==> src/rtl/branch_resolution_unit.sv <==
// ============================================================================
// Module   : branch_resolution_unit
// Purpose  : Carries fetch predictions through D/E, resolves them in E, trains
//            the BHT and keeps saturating branch/mispredict counters.
// Revision : 1.0 - initial release
// ============================================================================
`default_nettype none

module branch_resolution_unit #(
    parameter int CNT_W = 32
) (
    input  logic             clk,
    input  logic             rst,
    input  logic             valid_F,
    input  logic [31:0]      PC_F,
    input  logic             predict_taken_F,
    input  logic [31:0]      pred_target_F,
    input  logic             stall_D,
    input  logic             stall_E,
    input  logic             flush_D,
    input  logic             flush_E,
    input  logic             is_branch_E,
    input  logic             branch_cond_E,
    input  logic [31:0]      branch_target_E,
    output logic             mispredict_E,
    output logic [31:0]      redirect_PC_E,
    output logic             update_en,
    output logic [31:0]      PC_E,
    output logic             branch_taken_E,
    output logic [CNT_W-1:0] branch_count,
    output logic [CNT_W-1:0] mispredict_count
);

    localparam logic [CNT_W-1:0] c_CNT_MAX = {CNT_W{1'b1}};

    logic        r_d_valid;
    logic        r_d_pred;
    logic [31:0] r_d_pc;
    logic [31:0] r_d_tgt;
    logic        r_e_valid;
    logic        r_e_pred;
    logic [31:0] r_e_pc;
    logic [31:0] r_e_tgt;

    logic        w_resolve;
    logic        w_dir_wrong;
    logic        w_tgt_wrong;
    logic        w_mispredict;
    logic [31:0] w_redirect;

    // Non-branches only ever "mispredict" when the BHT aliased them as taken.
    always_comb begin
        w_resolve    = r_e_valid & ~stall_E & ~rst;
        w_dir_wrong  = is_branch_E ? (r_e_pred != branch_cond_E) : r_e_pred;
        w_tgt_wrong  = is_branch_E & branch_cond_E & r_e_pred & (r_e_tgt != branch_target_E);
        w_mispredict = w_resolve & (w_dir_wrong | w_tgt_wrong);
        w_redirect   = 32'd0;
        if (w_mispredict) begin
            w_redirect = (is_branch_E & branch_cond_E) ? branch_target_E : (r_e_pc + 32'd4);
        end
    end

    assign mispredict_E  = w_mispredict;
    assign redirect_PC_E = w_redirect;

    always_ff @(posedge clk or posedge rst) begin
        if (rst) begin
            r_d_valid <= 1'b0;
            r_d_pred  <= 1'b0;
            r_d_pc    <= 32'd0;
            r_d_tgt   <= 32'd0;
        end else if (flush_D || w_mispredict) begin
            r_d_valid <= 1'b0;
        end else if (!stall_D) begin
            r_d_valid <= valid_F;
            r_d_pred  <= predict_taken_F;
            r_d_pc    <= PC_F;
            r_d_tgt   <= pred_target_F;
        end
    end

    // The D occupant is wrong-path on a mispredict, so it must not reach E.
    always_ff @(posedge clk or posedge rst) begin
        if (rst) begin
            r_e_valid <= 1'b0;
            r_e_pred  <= 1'b0;
            r_e_pc    <= 32'd0;
            r_e_tgt   <= 32'd0;
        end else if (flush_E) begin
            r_e_valid <= 1'b0;
        end else if (!stall_E) begin
            r_e_valid <= r_d_valid & ~stall_D & ~w_mispredict;
            r_e_pred  <= r_d_pred;
            r_e_pc    <= r_d_pc;
            r_e_tgt   <= r_d_tgt;
        end
    end

    always_ff @(posedge clk or posedge rst) begin
        if (rst) begin
            update_en      <= 1'b0;
            PC_E           <= 32'd0;
            branch_taken_E <= 1'b0;
        end else if (w_resolve && is_branch_E) begin
            update_en      <= 1'b1;
            PC_E           <= r_e_pc;
            branch_taken_E <= branch_cond_E;
        end else begin
            update_en      <= 1'b0;
        end
    end

    always_ff @(posedge clk or posedge rst) begin
        if (rst) begin
            branch_count     <= '0;
            mispredict_count <= '0;
        end else begin
            if (w_resolve && is_branch_E && (branch_count != c_CNT_MAX)) begin
                branch_count <= branch_count + 1'b1;
            end
            if (w_mispredict && (mispredict_count != c_CNT_MAX)) begin
                mispredict_count <= mispredict_count + 1'b1;
            end
        end
    end

endmodule

`default_nettype wire
==> config.mk <==
export PLATFORM = sky130hd
export DESIGN_NAME = branch_resolution_unit
export DESIGN_NICKNAME = d
export VERILOG_FILES = /design/src/rtl/branch_resolution_unit.sv
export SDC_FILE = /design/constraint.sdc
export NUM_CORES = 1
export LEC_CHECK = 0
export BUFFER_PORTS_ARGS = -buffer_cell sky130_fd_sc_hd__buf_2
export CAP_MARGIN = 20
export CELL_PAD_IN_SITES_DETAIL_PLACEMENT = 0
export CELL_PAD_IN_SITES_GLOBAL_PLACEMENT = 2
export CORE_MARGIN = 2
export CORE_UTILIZATION = 39
export DETAILED_ROUTE_END_ITERATION = 16
export PLACE_DENSITY_LB_ADDON = 0.1
export RECOVER_POWER = 50
export SLEW_MARGIN = 20
export SYNTH_ARGS = -nofsm -noshare
export SYNTH_HDL_FRONTEND = slang
export SYNTH_SLANG_ARGS = --single-unit
==> constraint.sdc <==
create_clock -name clk -period 21 [get_ports clk]
set_input_delay 1.05 -clock clk [delete_from_list [all_inputs] [get_ports clk]]
set_output_delay 1.05 -clock clk [all_outputs]
set_load 0.02 [all_outputs]
==> results of run 1 <==
==> worst paths after layout <==
| kind | start | to | slack, ns | depth (start not counted) |
|---|---|---|---|---|
| max in group clk | is_branch_E | mispredict_E | 15.93 | 9 |
| min in group asynchronous | rst | branch_count[5] | 2.00 | 2 |
| min | r_d_pc[25] | r_e_pc[25] | 0.47 | 2 |
| max | rst | PC_E[8] | 14.52 | 3 |
| max reg2reg | r_e_valid | branch_count[30] | 17.01 | 6 |
| min reg2reg | r_d_pc[25] | r_e_pc[25] | 0.47 | 2 |
==> layout by cell type, fill, tap and decap left out, types with 32 or more instances in the layout <==
cell and instances:
dfrtp_1 230, buf_2 145, mux2_2 113, clkbuf_1 99
xor2_1 63, xnor2_1 58, nor2_1 56, nand2_1 41
mux2_4 40, nor3_1 32, nand3_1 32
==> flip-flops by register name, indices dropped and copies added, names as in the netlist <==
signal	flops
PC_E	32
branch_count	32
branch_taken_E	1
mispredict_count	32
r_d_pc	32
r_d_pred	1
r_d_tgt	32
r_d_valid	1
r_e_pc	32
r_e_pred	1
r_e_tgt	32
r_e_valid	1
update_en	1
==> synthesized netlist by cell type, types with 3 or more instances <==
master / n / area share
dfrtp_1: 230 / 0.54
mux2_2: 113 / 0.12
xor2_1: 63 / 0.052
xnor2_1: 58 / 0.048
nor2_1: 57 / 0.020
nand2_1: 42 / 0.015
mux2_4: 40 / 0.056
nand3_1: 32 / 0.015
nor3_1: 32 / 0.015
a211oi_1: 29 / 0.020
nand4_1: 27 / 0.016
clkbuf_1: 23 / 0.0081
and3_1: 19 / 0.011
inv_1: 10 / 0.0035
mux2_1: 10 / 0.011
nor4_1: 8 / 0.0047
o21ai_0: 6 / 0.0028
buf_2: 5 / 0.0023
buf_6: 5 / 0.0053
or3_1: 5 / 0.0029
buf_1: 4 / 0.0014
or4_1: 4 / 0.0028
a21oi_1: 3 / 0.0014
and2_1: 3 / 0.0018
and4_1: 3 / 0.0025
ha_1: 3 / 0.0035
nand2b_1: 3 / 0.0018
nor4b_1: 3 / 0.0025
==> worst reg2reg max path, stage by stage, from the launching register on <==
cell and delay (ns):
dfrtp_1 0.37, nor4bb_4 0.19, clkbuf_1 1.93, nand4_1 0.57, nor2_1 0.50, nand4_1 0.17
xnor2_1 0.14
==> power groups by stage <==
stage | sequential (mW) | combinational (mW) | clock, mW
3_3_place_gp | 0.551 | 0.155 | 0
4_1_cts | 0.544 | 0.158 | 0.457
2_1_floorplan | 0.547 | 0.105 | 0
3_5_place_dp | 0.552 | 0.157 | 0
6_report | 0.544 | 0.153 | 0.444
5_1_grt | 0.554 | 0.169 | 0.477
==> per-layer routing <==
layer	track usage	wire length, um	vias up
li1	-	-	3504
met5	0	47	-
met3	0.0483	1700	39
met1	0.270	12800	3602
met2	0.313	12800	179
met4	0.0442	525	8
==> logic make-up (layout without fill, tap and decap cells) <==
family | after synthesis | count (layout)
compound gates | 42 | 42
xor+xnor | 121 | 121
fa+ha+maj | 3 | 3
buf+inv | 48 | 302
flops | 230 | 230
mux | 164 | 164
other cells | 0 | 5
simple gates | 250 | 250
==> per-stage QoR <==
step | utilization | instances | setup WS (ns) | power, mW
floorplan | - | 858 | 13.65 | 0.652
global placement | 0.453 | 1405 | 15.87 | 0.706
detailed placement | 0.454 | 1406 | 15.87 | 0.709
CTS | 0.486 | 1453 | 15.87 | 1.16
global route | 0.481 | 1455 | 13.13 | 1.20
finish | 0.481 | 1458 | 14.52 | 1.14
==> final cells by class <==
cell class	instances	area [um^2]
clock buffer	37	763
clock inverter	10	75.1
tap	341	427
inverter	10	38.8
multi-input combinational	580	4720
fill	2616	13900
timing repair buffer	245	1140
antenna	5	12.5
sequential	230	5760
==> results.txt, run 1 <==
- Detailed placement ended at an HPWL of just under 20000 um.
* Worst Clk Skew: 0.00734 ns
* Fraction of the yosys area taken by sequential cells: 0.540
- Max stage delay on crit path: 2.56 ns
- Register clock-pin slew on the reported worst setup and hold paths: approximately 0.06 ns
- Vias in the first global route: 7528
* Sequential cell fraction of total power: 0.477
- Switching component of the power: ~0.29 mW
* Largest vdd supply drop: approximately 43 uV
- Of the total power, the share spent switching nets is 0.258.
- The final layout contains 1202 nets.
- Result of the run: finished with violations
- At the end of routability-driven placement, the weighted congestion stood at 0.731.
- For this design the static power due to leakage is 6.05 nW.
- The number of setup buffers added after CTS is 0.
- For this run, design rule violations remaining after detail routing come to 0.
- After clock tree synthesis, the repair step resized 0 gates.
- Summing every instance area after synthesis gives around 11000 um^2.
- Using the TritonRoute via totals, the vias-per-cell ratio works out to a little over 5.
- Critical path capture point type: asynchronous set/reset pin
- Effective utilization at floorplan: 0.397
- Share of synthesized flip-flops with an asynchronous set or reset: 1.00
- Combinational family with the most area after synthesis: multiplexers
- Synth Area in Adders: 0.00352
- Crit-path leading delay family: buffers and inverters
- Total of endpoints with negative setup slack in the final report: 0
* Critical path peak fanout: 98
- Cells traversed along the worst timing path: clkbuf_1, clkinvlp_2, clkbuf_1
* Core Footprint: 26900 um^2
- On the final layout, the worst hold slack is 0.473 ns.
- Of the total synthesized cell area, the portion taken by AND, OR, NAND and NOR gates is 0.122.
* RSZ-0062 raised after global routing: false
* Number of standard-cell rows in the floorplan: 60
* Post-DP Area: 12200 um^2
- Category of the critical setup timing path: in -> async
- Global routing usage summed across all routing layers: 0.196
- Die Height: 169 um
* Library cell contributing the largest single delay on the critical path: clkinvlp_2
- Design internal power: between 0.8 and 0.9 mW
- Total iterations of the first detailed-routing run: 4
- Mapped Nets: 967
- The count of final max-slew check failures was 272.
- Entering global routing, the biggest net connects 99 pins.
* Count of hold-fix buffers inserted at cts: 0
- Power density of the placed cells: 88.2 nW/um^2
- The share of total power dissipated in the clock network is 0.389.
- The detail route stage leaves a number of antenna-violating nets equal to 0.
- Xor/xnor share of the synthesized area: 0.0994
- The share of total power dissipated in combinational logic is 0.134.
- Number of endpoints with negative hold slack in the final report: 0
- Post-route minimum period: 6.48 ns
- For this block, the initial DRC count from the detailed router was ~280.
* First-pass GRT wire length: 43800 um
* Clock latency on the worst-skew pair: 0.52 ns
* Type of element launching the critical path: input pin
- In the finished design, the share of the clock period the worst path needs comes to 0.309.
* Layout overhead on the synthesized area: 21.3%
* Critical path data required time: 20.86 ns
- Die width: 169 um
- The die covers 28700 um^2.
* Clock Root Buffer: clkbuf_16
* Initial antenna violation count: 10
- Detailed Route WL: between 20000 and 30000 um
- Arrival time worst endpoint: 6.34 ns
- Final cell area excluding filler cells: between 10000 and 15000 um^2
- The min-delay analysis places its worst path in the category reg -> reg.
- Number of enable flip-flop cells after synthesis: 0
* Number of storage elements in the synthesis netlist: 230
- Number of sinks handled by clock tree synthesis: 230
- Final setup TNS: 0 ns
- Mux contribution to synthesized area: 0.187
- After detailed routing, the average wire length per cell comes to 19.2 um.
* Number of max-cap violations: 4
* Maximum count of clock buffers along a single path: 3
- The number of different library cells used by synthesis comes to 43.
- Most repeated library cell on the critical path: clkbuf_1
- Together, buffers and inverters on the worst path number 3.
- For this run, the number of Yosys warnings is 0.
* CTS H-tree lvls: 1
- Global routing finished with a remaining overflow of 0.
- Mean Syn Cell Area: 12.4 um^2
- Ports: 237
- TritonCTS built the clock tree.
- Ratio of cells with drive above 1 in the final layout: 0.322
- The cell count after synthesis came out at about 860.
- Worst-case headroom to the max-slew limit: -2.04
- Total clock buffers created by CTS: 26
* Failing checks: max-capacitance violations, max-slew violations
- For the pin with the worst max-slew slack, the measured transition is 4.54 ns.
- Summing over every cut layer, the via total after detailed routing is 7332.
- Count of buffers from port buffering: ~240
* Top_reg_cell synth: dfrtp_1
* Fmax: 0.154 GHz
* Fraction of the mapped netlist area in compound gates: 0.0271
(Power assumes the default switching activity.)
==> inputs of run 2 (changes only) <==
CORE_UTILIZATION = 32   (was 39)
clock period = 5.72 ns   (was 21 ns; I/O delays follow)
==> results.txt, run 2 (synthesized netlist as in run 1, its figures left out) <==
* Count of nets after finishing: 1270 (+5.7%)
- CTS H-tree lvls: 1 (unchanged)
- The number of standard-cell rows in the floorplan is 66 (+10%).
* Power density of the placed cells: 321 nW/um^2 (+260%)
- The worst setup path is of the reg -> out kind.
- The number of instances on the worst hold path was 2 (unchanged).
* Fmax: 0.240 GHz
* Effective utilization at floorplan: 0.326 (-0.0707)
- Vias in the first global route: 8007 (+6.4%)
* Avg Vias per Cell: 4.67 (-7.2%)
- Post-DP HPWL: 20800 um (+6.5%)
- The clock transition at the registers of the reported paths was 0.06 ns (about the same).
- Critical path data required time: 5.43 ns (-15.43 ns)
* Result of the run: finished with violations
* Depth of the worst register-to-register path: 7 (+1)
* Total of endpoints with negative setup slack in the final report: 0 (unchanged)
* Core Footprint: 32700 um^2 (+22%)
- The post-detailed-route count of antenna-violating nets came to 0 (unchanged).
* Global routing usage summed across all routing layers: 0.172 (-0.0237)
* Library cell contributing the largest single delay on the critical path: nand2b_2
- The DRC violation count after routing was 0 (unchanged).
- The peak fanout along the critical path was 33 (-66%).
- Highest-count cells in the layout ignoring fill and taps: dfrtp_1 (230), buf_2 (142), mux2_2 (113)
* Worst hold slack after final layout: 0.0265 ns (-0.447 ns)
- Die width: 187 um (+10%)
- Setup repair after global routing left no endpoint under its margin.
- Via count: 7583 (+3.4%)
* Number of design-rule violations left by the first detailed-router iteration: 261 (-7.8%)
- Arrival time worst endpoint: 3.87 ns (-2.47 ns)
- Ports: 237 (unchanged)
- The maximum number of pins on one net before global-route repair was 132 (+33%).
- Final setup TNS: 0 ns (unchanged)
- Clock Root Buffer: clkbuf_16
- The area growth from synthesis to layout is 29.8%.
- Static Leak: 6.37 nW (+5.2%)
- The peak supply drop came to 200 uV (+370%).
- The total power of the final layout came to 4.45 mW (+290%).
- Die area: 34800 um^2 (+21%)
- The total of max-cap violations is 2 (-2).
- Total iterations of the first detailed-routing run: 4 (unchanged)
* Number of endpoints with negative hold slack in the final report: 0 (unchanged)
- The checks that failed: max-capacitance violations, max-slew violations.
* Final critical-path share of the clock period: 0.727
* Most common library cell in the layout ignoring fill and taps: dfrtp_1
- Die Height: 187 um (+10%)
- Final count of pins violating max slew: 102 (-63%)
- Cells traversed along the worst timing path: xnor2_1, nand4_1, or4_1, nor4_4, nand2b_2, inv_1, buf_2
- Min-delay worst type: in -> reg
- The wire length of the first global-routing pass is 47300 um (+7.9%).
- The number of antenna violations at the first check in global routing is 1 (-9).
* Critical path capture point type: output pin
* Average wire per cell in the routed design: 18.5 um (-3.6%)
* Max stage delay on crit path: 0.85 ns (-1.71 ns)
- The leftover overflow at the end of global routing was 0 (unchanged).
- The proportion of layout cells with a drive suffix above 1 was 0.302 (-0.0199).
- The post-CTS repair timing setup buffer count is 0 (unchanged).
- Post-route minimum period: 4.16 ns
* Type of element launching the critical path: flop
* TritonCTS clock tree: yes
- The pin slew with the least headroom to its limit came to 3.23 ns (-1.31 ns).
- Final GP Congestion: 0.720 (-1.5%)
- The final worst clock skew was 0.0143 ns (+0.00692 ns).
- The number of buffers inserted during clock tree synthesis was 28 (+7.7%).
- The final routed wirelength across all metal layers was 30000 um (+7.4%).
* Number of sinks handled by clock tree synthesis: 230 (unchanged)
* Maximum count of clock buffers along a single path: 3 (unchanged)
- Clock latency on the worst-skew pair: 0.54 ns (+0.02 ns)
* Count of buffers from port buffering: 236 (unchanged)
- Worst-case headroom to the max-slew limit: -1.15 (+0.889)
run 2: changes by cell type in the layout (fill, tap and decap cells not counted), moves of 2 or more:
cell	previous run	this run
clkbuf_16	27	29
clkinv_2	9	3
diode_2	5	1
clkbuf_1	99	104
buf_2	145	142
bufinv_16	1	3
dlygate4sd3_1	0	66
clkbuf_8	5	8
run 2: layout make-up:
| type | instances | area (um^2) |
|---|---|---|
| multi-input combinational | 580 | 4720 |
| inverter | 10 | 38.8 |
| sequential | 230 | 5760 |
| clock buffer | 45 | 866 |
| antenna | 1 | 2.50 |
| fill | 3260 | 18900 |
| clock inverter | 6 | 105 |
| timing repair buffer | 311 | 1800 |
| tap | 442 | 553 |
run 2: per-layer routing:
| metal | track usage | vias up | part of all wire |
|---|---|---|---|
| li1 | - | 3640 | - |
| met1 | 0.243 | 3723 | 0.48 |
| met2 | 0.275 | 182 | 0.46 |
| met3 | 0.0327 | 38 | 0.048 |
| met4 | 0.0369 | 0 | 0.017 |
| met5 | 0 | - | 0 |
run 2: worst max-delay path, delay by kind of cell, from the launching register on:
kind,cells,cell delay (ns)
xor+xnor,1,0.19
simple gates,4,2.24
buf+inv,2,0.51
flops,1,0.39
run 2: per-stage QoR:
stage          worst slack (ns)  std cells  cell area, um^2   util
2_1_floorplan              2.43        858            10700      -
3_3_place_gp               1.95       1507            12300  0.377
3_5_place_dp               1.96       1507            12300  0.377
4_1_cts                    1.46       1624            14000  0.427
5_1_grt                   0.729       1624            13800  0.423
6_report                   1.56       1625            13800  0.423
run 2: final timing paths:
kind / from / to / slack, ns
worst min-delay path: PC_F[31] / r_d_pc[31] / 0.03
max in group asynchronous: rst / r_d_pc[22] / 1.64
min in group asynchronous: rst / r_e_valid / 0.32
worst min register to register: r_d_pc[25] / r_e_pc[25] / 0.47
worst max-delay path: r_e_tgt[18] / mispredict_E / 1.56
worst max register to register: r_e_tgt[18] / r_d_tgt[2] / 2.24
run 2: report_power, final:
| part | switching (mW) | internal, mW |
|---|---|---|
| Combinational | 0.263 | 0.331 |
| Sequential | 0.165 | 1.83 |
| Clock | 0.693 | 1.16 |
run 2: what timing repair did:
item,in CTS,in global routing
endpoints found under the hold margin,66,0
hold buffers,66,0
gates resized for setup,0,0
==> inputs of run 3 (changes only) <==
CORE_UTILIZATION = 36   (was 32)
clock period = 4.25 ns   (was 5.72 ns; I/O delays follow)
==> results.txt, run 3 (synthesized netlist as in run 1, its figures left out) <==
* Result of the run: finished with violations
* Count of nets after finishing: 1277 (+0.55%)
* Worst-case headroom to the max-slew limit: -0.669 (+0.485)
- The clock transition at the registers of the reported paths is 0.06 ns (about the same).
* Final count of pins violating max slew: 169 (+66%)
* Category of the critical setup timing path: reg -> out
* Average wire per cell in the routed design: 18.4 um (-0.52%)
- Measured slew at the worst slew-check pin: 2.50 ns (-0.728 ns)
- Compared with the post-synthesis result, the final layout area differs by 29.1%.
* Die width: 176 um (-5.6%)
- Worst hold path cell count: 4 (+2)
- The smallest hold slack came to 0.215 ns (+0.188 ns).
- Post-route minimum period: between 3 and 4 ns
- Number of endpoints with negative hold slack in the final report: 0 (unchanged)
- Total clock buffers created by CTS: 27 (-3.6%)
* Total chip power: 5.81 mW (+31%)
- The clock network latency to the later pin of the worst-skew pair came to 0.54 ns (about the same).
- Ports: 237 (unchanged)
* Number of max-cap violations: 2 (unchanged)
- The post-placement worst setup slack is 1.34 ns (-0.623 ns).
* Failing checks: max-capacitance violations, max-slew violations
- Final cell count without fillers: 1576 (-3.0%)
* Highest-count cells in the layout ignoring fill and taps: dfrtp_1 (230), buf_2 (156), mux2_2 (113)
- The total negative setup slack was 0 ns (unchanged).
- The cell area power density came to 422 nW/um^2 (+31%).
- The deepest clock path buffer count came to 3 (unchanged).
- The via count of the routed design was 7668 (+1.1%).
* Type of element launching the critical path: flop
* Global routing usage summed across all routing layers: 0.187 (+0.0153)
* Arrival time worst endpoint: 3.21 ns (-0.66 ns)
- In this run the critical register-to-register path is captured at r_d_valid.
* Destination of the worst hold path: r_d_tgt[3]
- Number of design-rule violations left by the first detailed-router iteration: 299 (+15%)
- Pin count of the biggest net entering global routing: 99 (-25%)
* Worst min-delay path startpoint: stall_D
- The clock sink total is 230 (unchanged).
* RSZ-0062 raised after global routing: false
* Core Footprint: 29400 um^2 (-10%)
- FF/Latch Area: 5760 um^2 (unchanged)
- The post-detailed-route count of antenna-violating nets was 0 (unchanged).
* Final WS setup: 0.826 ns (-0.736 ns)
- The routability congestion estimate from global placement came to 0.729 (+1.2%).
- The library cell used most frequently in the layout, excluding fill and tap cells, is dfrtp_1.
- The number of fill cells was 2804 (-14%).
* Clock Root Buffer: clkbuf_16
- The detailed-router iteration count before antenna repair is 4 (unchanged).
* Critical path data required time: 4.04 ns (-1.39 ns)
- Vias in the first global route: 7878 (-1.6%)
- Post-DP HPWL: 20100 um (-3.4%)
* Initial antenna violation count: 2 (+1)
- The proportion of layout cells with a drive suffix above 1 came to 0.315 (+0.0127).
- TritonCTS built the clock tree.
- Worst Clk Skew: 0.00852 ns (-0.00574 ns)
- Remaining global-route overflow: 0 (unchanged)
* Critical path peak fanout: 33 (unchanged)
- In the finished design, the share of the clock period the worst path needs comes to 0.806.
- The count of buffers from port buffering is 236 (unchanged).
- Area taken by multi-input logic gates: 4720 um^2 (unchanged)
- The share of the core filled with cells was 0.468 (+0.0452).
- Number of standard-cell rows in the floorplan: 63 (-4.5%)
- Die Height: 176 um (-5.6%)
- The full die area is 31000 um^2 (-11%).
- The post-placement cell count was 1458 (-3.3%).
* Critical path capture point type: output pin
* Drc violations: 0 (unchanged)
- The register-to-register setup slack is 0.96 ns (-1.28 ns).
- For this run, the top clock speed supported by timing is 0.292 GHz.
- The number of cells on the worst reg-to-reg path came to 8 (+1).
- Startpoint of the most critical register-to-register path: r_e_tgt[10]
- Min-delay worst type: in -> reg
- Final cell area excluding filler cells: 13800 um^2 (-0.48%)
- Effective utilization at floorplan: 0.363 (+0.0366)
- Post-DP Area: 12300 um^2 (-0.14%)
- Total of endpoints with negative setup slack in the final report: 0 (unchanged)
- The post-CTS repair timing setup buffer count came to 0 (unchanged).
- The peak supply drop was 275 uV (+38%).
* Avg Vias per Cell: 4.87 (+4.3%)
* CTS H-tree lvls: 1 (unchanged)
- Detailed Route WL: 29000 um (-3.5%)
- The wire length of the first global-routing pass is 45400 um (-4.1%).
- The leakage power is 6.42 nW (+0.88%).
## run 3: cell count changes in the layout (fill, tap and decap cells not counted), sizes merged
cell	change
clkinvlp	+1
clkbuf	-22
buf	+16
dlygate4sd3	+5
inv	+1
clkinv	+2
## run 3: layer usage
metal | GRT usage | part of all wire | wire length (um) | vias to the layer above
li1 | - | - | - | 3651
met1 | 0.263 | 0.46 | 13300 | 3782
met2 | 0.297 | 0.46 | 13400 | 190
met3 | 0.0394 | 0.057 | 1640 | 43
met4 | 0.0451 | 0.019 | 564 | 2
met5 | 0 | 0.00038 | 11 | -
## run 3: final cells by class
type                            instances  share of cell area
Multi-Input combinational cell        580               0.343
Tap cell                              390              0.0354
Antenna cell                            1            0.000182
Clock buffer                           36              0.0544
Clock inverter                         10             0.00954
Inverter                               10             0.00282
Sequential cell                       230               0.418
Timing Repair Buffer                  319               0.137
## run 3: how the worst max path moves through the flow
stage | endpoint | cells after the start | start | slack, ns
6_report | redirect_PC_E[15] | 7 | r_e_tgt[10] | 0.83
3_3_place_gp | mispredict_E | 7 | r_e_tgt[10] | 1.35
3_5_place_dp | r_d_tgt[6] | 9 | branch_cond_E | 1.34
2_1_floorplan | PC_E[0] | 1 | rst | 1.03
4_1_cts | mispredict_E | 7 | r_e_tgt[10] | 0.78
5_1_grt | r_d_pc[9] | 4 | rst | 0.36
## run 3: critical path: stages, from the launching register on
cell,delay [ns]
dfrtp_1,0.38
xnor2_1,0.17
nand4_1,0.16
or4_1,0.59
nor4_4,0.22
nand2b_2,0.70
a211oi_1,0.18
buf_2,0.23
## run 3: report_power, final
part | total [mW] | switching [mW] | internal (mW)
Clock | 2.32 | 0.916 | 1.41
Sequential | 2.69 | 0.226 | 2.47
Combinational | 0.794 | 0.346 | 0.449
Total | 5.81 | 1.49 | 4.32
## run 3: repair_timing
item,in CTS,in global routing
setup endpoints to repair,0,0
gates resized for setup,0,0
hold buffers,71,0
hold endpoints to repair,83,0
